==> src/rtl/vend_fsm.sv <==
// Vending-machine control FSM: collects coins into credit, dispenses one item
// at a fixed price, and returns change or refunds on cancel.
module vend_fsm #(
  parameter int unsigned PRICE       = 65,
  parameter int unsigned MAX_CREDIT  = 200,
  parameter int unsigned DISP_CYCLES = 4
) (
  input  logic       clk,
  input  logic       reset,
  input  logic       coin_valid,
  input  logic [1:0] coin_type,
  input  logic       select,
  input  logic       cancel,
  output logic [2:0] state,
  output logic [7:0] credit,
  output logic       dispense,
  output logic       change_valid,
  output logic [7:0] change,
  output logic       coin_reject
);

  localparam int unsigned CRED_W = 8;
  localparam int unsigned SUM_W  = CRED_W + 1;
  localparam int unsigned CNT_W  = (DISP_CYCLES > 1) ? $clog2(DISP_CYCLES) : 1;

  typedef enum logic [2:0] {
    S_IDLE     = 3'b000,
    S_COLLECT  = 3'b001,
    S_DISPENSE = 3'b010,
    S_CHANGE   = 3'b011,
    S_REFUND   = 3'b100
  } state_e;

  state_e            state_q, state_d;
  logic [CRED_W-1:0] credit_q, credit_d;
  logic [CRED_W-1:0] change_q, change_d;
  logic              dispense_q, dispense_d;
  logic              change_valid_q, change_valid_d;
  logic              coin_reject_q, coin_reject_d;
  logic [CNT_W-1:0]  cnt_q, cnt_d;

  logic [CRED_W-1:0] coin_val;
  logic [CRED_W-1:0] credit_base;
  logic [SUM_W-1:0]  coin_sum;
  logic              coin_present;
  logic              coin_fits;
  logic [CRED_W-1:0] remain;

  // Coin decode and ceiling check; IDLE always starts a fresh credit from zero
  always_comb begin
    coin_val = '0;
    case (coin_type)
      2'b01:   coin_val = CRED_W'(5);
      2'b10:   coin_val = CRED_W'(10);
      2'b11:   coin_val = CRED_W'(25);
      default: coin_val = '0;
    endcase
    coin_present = coin_valid && (coin_type != 2'b00);
    credit_base  = (state_q == S_IDLE) ? '0 : credit_q;
    coin_sum     = {1'b0, credit_base} + {1'b0, coin_val};
    coin_fits    = coin_sum <= SUM_W'(MAX_CREDIT);
    remain       = credit_q - CRED_W'(PRICE);
  end

  // Next-state and registered-output logic; a present coin is rejected unless accepted
  always_comb begin
    state_d        = state_q;
    credit_d       = credit_q;
    change_d       = change_q;
    cnt_d          = cnt_q;
    dispense_d     = 1'b0;
    change_valid_d = 1'b0;
    coin_reject_d  = coin_present;

    case (state_q)
      S_IDLE: begin
        if (coin_present && coin_fits) begin
          credit_d      = coin_sum[CRED_W-1:0];
          coin_reject_d = 1'b0;
          state_d       = S_COLLECT;
        end
      end
      S_COLLECT: begin
        if (cancel) begin
          state_d        = S_REFUND;
          change_valid_d = 1'b1;
          change_d       = credit_q;
        end else if (select && (credit_q >= CRED_W'(PRICE))) begin
          state_d    = S_DISPENSE;
          dispense_d = 1'b1;
          cnt_d      = '0;
        end else if (coin_present && coin_fits) begin
          credit_d      = coin_sum[CRED_W-1:0];
          coin_reject_d = 1'b0;
        end
      end
      S_DISPENSE: begin
        if (cnt_q == CNT_W'(DISP_CYCLES - 1)) begin
          credit_d = remain;
          if (remain != '0) begin
            state_d        = S_CHANGE;
            change_valid_d = 1'b1;
            change_d       = remain;
          end else begin
            state_d = S_IDLE;
          end
        end else begin
          cnt_d      = cnt_q + CNT_W'(1);
          dispense_d = 1'b1;
        end
      end
      S_CHANGE, S_REFUND: begin
        credit_d = '0;
        state_d  = S_IDLE;
      end
      default: begin
        credit_d = '0;
        state_d  = S_IDLE;
      end
    endcase
  end

  always_ff @(posedge clk or negedge reset) begin
    if (!reset) begin
      state_q        <= S_IDLE;
      credit_q       <= '0;
      change_q       <= '0;
      cnt_q          <= '0;
      dispense_q     <= 1'b0;
      change_valid_q <= 1'b0;
      coin_reject_q  <= 1'b0;
    end else begin
      state_q        <= state_d;
      credit_q       <= credit_d;
      change_q       <= change_d;
      cnt_q          <= cnt_d;
      dispense_q     <= dispense_d;
      change_valid_q <= change_valid_d;
      coin_reject_q  <= coin_reject_d;
    end
  end

  assign state        = state_q;
  assign credit       = credit_q;
  assign dispense     = dispense_q;
  assign change_valid = change_valid_q;
  assign change       = change_q;
  assign coin_reject  = coin_reject_q;

endmodule

==> config.mk <==
export PLATFORM = sky130hd
export DESIGN_NAME = vend_fsm
export DESIGN_NICKNAME = d
export VERILOG_FILES = /design/src/rtl/vend_fsm.sv
export SDC_FILE = /design/constraint.sdc
export NUM_CORES = 1
export LEC_CHECK = 0
export ABC_CLOCK_PERIOD_IN_PS = 5200
export BUFFER_PORTS_ARGS = -buffer_cell sky130_fd_sc_hd__buf_2
export CORE_ASPECT_RATIO = 0.6
export CORE_MARGIN = 2
export CORE_UTILIZATION = 55
export CTS_BUF_LIST = sky130_fd_sc_hd__clkbuf_16
export DETAILED_ROUTE_END_ITERATION = 8
export PLACE_DENSITY = 0.78
export SLEW_MARGIN = 5
export SYNTH_ARGS = -nofsm -noshare
export SYNTH_HDL_FRONTEND = slang
export SYNTH_SLANG_ARGS = --single-unit
==> constraint.sdc <==
create_clock -name clk -period 5.2 [get_ports clk]
set_input_delay 1.04 -clock clk [delete_from_list [all_inputs] [get_ports clk]]
set_output_delay 1.04 -clock clk [all_outputs]
set_load 0.02 [all_outputs]
# ---- Word level (Yosys, flattened, before mapping)
# Cells that the tools add are included.
dict set report classes {
  eq_ne 15
  magnitude_cmp 2
  mux 33
  reduce_logical 11
  add_sub_neg 3
}
# cell n
set ops {}
lappend ops {{8-bit 2-to-1 mux} 8}
lappend ops {{8-bit one-hot mux with 3 select lines} 1}
lappend ops {{8-bit one-hot mux with 2 select lines} 1}
lappend ops {{5-bit one-hot mux with 3 select lines} 1}
lappend ops {{2-bit != test, second input constant} 7}
lappend ops {{3-bit 2-to-1 mux} 4}
lappend ops {{8-bit by 8-bit adder with 9-bit output} 1}
lappend ops {{9-bit by 8-bit less-or-equal comparator with 1-bit output, second input constant} 1}
lappend ops {{1-bit 2-to-1 mux} 9}
lappend ops {{3-bit one-hot mux with 3 select lines} 1}
lappend ops {{8-bit by 7-bit >= comparator with 1-bit output, second input constant} 1}
lappend ops {{2-bit 2-to-1 mux} 4}
lappend ops {{4-bit AND reduction} 2}
lappend ops {{8-bit nonzero test} 1}
lappend ops {{8-bit by 7-bit subtractor with 8-bit output, second input constant} 1}
lappend ops {{2-bit equality test, second input constant} 3}
lappend ops {{1-bit one-hot mux with 2 select lines} 3}
lappend ops {{3-bit AND reduction} 2}
lappend ops {{2-bit one-hot mux with 2 select lines} 1}
lappend ops {{2-bit nonzero test} 2}
lappend ops {{3-bit by 1-bit equality test with 1-bit output, second input constant} 1}
lappend ops {{3-bit by 2-bit equality test with 1-bit output, second input constant} 1}
lappend ops {{1-bit logical AND} 3}
lappend ops {{3-bit zero test} 1}
lappend ops {{other kinds (4)} 4}
dict set report word_totals {
  in_bits 7
  word_cells 71
  regBits 24
}

# ---- Logic depth before layout (Yosys ltp)
dict set report logic_depth {
  depth_word 9
  ltp_mapped 14
  depth_no_buf 12
}

# ---- Worst setup path after synthesis
# Ideal clock, no wire load.
dict set report synth_timing {
  path_type {in2reg}
  from {input coin_type[0]}
  to {register credit_q[4], in the netlist credit[4]}
  setup_ns 0.121
  setup_slack_ns 1.844
  arrival_time_ns 3.234
  path_buffers 2
  t_required_ns 5.079
  cell_stages 12
  path_cell_list {clkbuf_1 -> ha_1 -> inv_1 -> fa_1 -> nor2b_1 -> o2111ai_1 -> a211o_1 -> a21oi_2 -> a211oi_4 -> or2_1 -> buf_6 -> o221a_4}
}
dict set report synth_via {
  elab_chain_len 9
}
# item line_no
set synth_rtl {}
lappend synth_rtl {{start, declared} 11} ;# input logic [1:0] coin_type,
lappend synth_rtl {{2-bit equality test / 2-bit by 1-bit equality test with 1-bit output (equally long branches)} 52} ;# case (coin_type)
lappend synth_rtl {{5-bit one-hot mux with 3 select lines} 52}
lappend synth_rtl {{8-bit by 8-bit adder with 9-bit output} 60} ;# coin_sum = {1'b0, credit_base} + {1'b0, coin_val};
lappend synth_rtl {{9-bit by 8-bit less-or-equal comparator with 1-bit output} 61} ;# coin_fits = coin_sum <= SUM_W'(MAX_CREDIT);
lappend synth_rtl {{1-bit logical AND} {77, 92}}
lappend synth_rtl {{8-bit 2-to-1 mux (*)} {77, 92}}
lappend synth_rtl {{8-bit 2-to-1 mux} 88} ;# end else if (select && (credit_q >= CRED_W'(PRICE))) begin
lappend synth_rtl {{8-bit 2-to-1 mux} 84} ;# if (cancel) begin
lappend synth_rtl {{8-bit one-hot mux with 3 select lines (*)} 75} ;# case (state_q)
lappend synth_rtl {{end signal, assigned} 134} ;# credit_q <= credit_d;
lappend synth_rtl {{end, declared} 35} ;# logic [CRED_W-1:0] credit_q, credit_d;
# Mark *: on every way between the ends. The rest lies on a longest branch, timed or not. The select of a mux whose other input is x is not followed.
# A chain may end at the register's enable or synchronous reset.

# ---- Worst setup path after layout
dict set report layout_timing {
  from {register state_q[0], in the netlist state[0]}
  to {register credit_q[4], in the netlist credit[4]}
}
dict set report layout_via {
  elab_chain_len 9
}
# item line_no
set layout_rtl {}
lappend layout_rtl {{start, declared} 34} ;# state_e state_q, state_d;
lappend layout_rtl {{start signal, assigned} 133} ;# state_q <= state_d;
lappend layout_rtl {{3-bit zero test} {59, 75}}
lappend layout_rtl {{8-bit 2-to-1 mux} 59} ;# credit_base = (state_q == S_IDLE) ? '0 : credit_q;
lappend layout_rtl {{8-bit by 8-bit adder with 9-bit output} 60}
lappend layout_rtl {{9-bit by 8-bit less-or-equal comparator with 1-bit output} 61}
lappend layout_rtl {{1-bit logical AND} {77, 92}}
lappend layout_rtl {{8-bit 2-to-1 mux} {77, 92}}
lappend layout_rtl {{8-bit 2-to-1 mux} 88}
lappend layout_rtl {{8-bit 2-to-1 mux} 84}
lappend layout_rtl {{8-bit one-hot mux with 3 select lines} 75}
# Several ways; a longest one is shown, not always the timed one. The select of a mux whose other input is x is not followed.

==> out/results.ini <==
[timing]
setup_viol_count_final = 0
rsz0062_at_grt = no
drv_slew = 0
timing.final.crit_share = 0.706
fmax_mhz = 272
whs_ps = 501
setup_tns_ps = 0
fin_worst_skew_ps = 2.58
hold_viol_final = 0
tightest_slew_ps = 761
finalWorstSetupSlack_ps = 1530
finalCriticalPeriod_ps = 3670
slew_headroom = 0.489

[clock_tree]
clk_latency_ps = 260
postCtsHoldBufs = 0
cts_tree = built
cts_sinks = 24
clock_path_buffers = 2
postCtsSetupBuffers = 0
cts_buffers = 3
cts_resized = 0
cts-root-buf = clkbuf_16
clk_pin_slew_ps = 60
cts_max_level = 1

[logic_synthesis]
async_reset_ff_frac = 1.00
yosys.area_share.simple = 0.207
synth_edf_count = 0
synthCells = 211
synth_ff_type = dfrtp_1
synth_seq_cells = 24
synthDistinctLibCells = 59
synth.mux.area_fraction = 0.0532
synth_compound_area_frac = 0.223
avgSynthCellArea_sq_um = 8.92
synth_top_family_by_area = compound AO/OA/AOI/OAI gates
syn-cell-area_sq_mm = 0.00188
ys_warn_count = 0
synth_xor_area_frac = 0.0558
syn_nets = 229
yosysSeqAreaShare = 0.319
synthAdderAreaFrac = 0.0771

[finish]
final_cells = 278
fillers = 287
drive_above_1_share = 0.262
n_antenna_cell = 0
multi_input_area_sq_mm = 0.00116
seqCellArea_sq_um = 601
layout.cells.most_common = buf_2
finalNetCount = 252
final_cell_mix = buf_2, dfrtp_1, nor2_1, nand2_1, a21oi_1
syn2layout_area_growth_pct = 10.5

[outcome]
status = completed

[pwr]
combPwrFrac = 0.644
power.static_leakage_nw = 0.968
p_int_w = 0.000801
swShare = 0.501
switchingPower_w = 0.000805
peakVddDrop_mv = 0.345
clkPwrFrac = 0.104
power_w = 0.00161
power_density_mw_per_mm2 = 772
power_frac_seq = 0.252

[floorplanning]
die_w_um = 79.5
fp-row-count = 16
die_h_um = 49.3
coreArea_sq_mm = 0.00326
die_area_sq_mm = 0.00392
initial_core_util = 0.577
ios = 29

[placement]
dpl.cell_count = 274
port_buffers = 28
hpwl_mm = 3.54
place_congestion = 1.00
post-place-ws_ps = 1500

[critical_path]
cp_max_fo = 11
start_kind = flip-flop
crit_type = reg -> reg
arrival_ps = 3870
end_kind = flip-flop
critPathRequiredTime_ps = 5400

[route]
wirelength_mm = 4.69
vias = 1690
wl_per_cell_um = 16.9
ant_nets = 0
vias_per_cell = 6.08
drc = 0
drt_iter0_markers = 135
dr.pass1.iters = 6

[global_route]
grt_util_all_layers = 0.253
grt_pass1_vias = 1527
gr-total-overflow = 0
grt_pass1_wl_mm = 7.65
antenna_found_initial = 0
grt_max_degree = 25

[worst_hold_path]
min_path_type = reg -> reg

[job]
drv_cap = 0

==> kinds of logic (layout without fill, tap and decap cells) <==
logic type / Yosys count / count (layout)
AO/OA/AOI/OAI: 59 / 59
XOR/XNOR: 12 / 12
adder cells (fa/ha/maj): 11 / 11
buffers and inverters: 22 / 44
flip-flops: 24 / 24
multiplexers: 9 / 9
AND/OR/NAND/NOR: 74 / 74
==> registers in the layout, indices dropped and copies added (netlist names) <==
register	count
change	8
change_valid	1
cnt_q	2
coin_reject	1
credit	8
dispense	1
state	3
==> per-stage QoR <==
step / utilization / cell area, sq um
finish: 0.638 / 2080
global route: 0.638 / 2080
CTS: 0.638 / 2080
detailed placement: 0.613 / 2000
global placement: 0.613 / 2000
floorplan: - / 1880
==> power groups by stage <==
stage / logic, W / clock network, W / registers (W)
floorplan: 0.000770 / 0 / 0.000428
global placement: 0.000993 / 0 / 0.000400
detailed placement: 0.00101 / 0 / 0.000406
CTS: 0.00102 / 0.000171 / 0.000404
global route: 0.00113 / 0.000177 / 0.000421
finish: 0.00103 / 0.000167 / 0.000406
==> Yosys cell counts, drive strengths merged, types with 2 or more instances <==
cell type | count | area share
or3 | 3 | 0.013
inv | 11 | 0.022
buf | 6 | 0.028
mux2 | 8 | 0.048
o211ai | 3 | 0.012
and2 | 4 | 0.015
xnor2 | 7 | 0.033
o22ai | 7 | 0.023
nand3 | 3 | 0.0080
or2 | 4 | 0.013
a211o | 2 | 0.0093
a22o | 2 | 0.010
nand3b | 2 | 0.0080
a21oi | 18 | 0.052
and3 | 3 | 0.011
clkbuf | 4 | 0.013
a211oi | 3 | 0.021
nor2b | 5 | 0.017
ha | 10 | 0.066
a21o | 2 | 0.0080
o21ai | 11 | 0.029
nor2 | 21 | 0.042
nand4 | 2 | 0.0066
nor3 | 4 | 0.011
nand2 | 19 | 0.041
xor2 | 5 | 0.023
dfrtp | 24 | 0.32
a31oi | 2 | 0.010
==> area by class of cell <==
cell class                      instances  area share
Clock buffer                            3      0.0361
Clock inverter                          1     0.00180
Inverter                               12      0.0216
Multi-Input combinational cell        165       0.557
Sequential cell                        24       0.289
Tap cell                               45      0.0271
Timing Repair Buffer                   28      0.0673
==> worst max-delay path, cell delays in order (launching register included) <==
cell and delay (ps):
dfrtp_1 500, nor3_1 680, nor2_1 140, ha_1 330
a211oi_2 400, nor2_1 110, xor2_1 200, a211o_1 380
a211oi_4 360, or2_1 310, o221a_4 220
==> routing by layer <==
metal / track usage / vias up / share of wire
li1: - / 798 / -
met1: 0.389 / 799 / 0.49
met2: 0.347 / 88 / 0.41
met3: 0.0852 / 5 / 0.099
met4: 0.0345 / 0 / 0.0043
met5: 0 / - / 0
==> path summary, 6_finish.rpt <==
path                                        from               endpoint  slack (ps)  depth (start not counted)
min in group asynchronous                  reset  credit[7]$_DFFE_PN0P_         760                          1
hold / removal             change[4]$_DFFE_PN0P_  change[4]$_DFFE_PN0P_         500                          1
setup reg to reg            state[0]$_DFFE_PN0P_  credit[4]$_DFFE_PN0P_        1530                         10
setup / recovery            state[0]$_DFFE_PN0P_  credit[4]$_DFFE_PN0P_        1530                         10
hold reg to reg            change[4]$_DFFE_PN0P_  change[4]$_DFFE_PN0P_         500                          1
max in group asynchronous                  reset  coin_reject$_DFF_PN0_        4070                          1
Note: power is estimated with default switching activity, not from simulation.
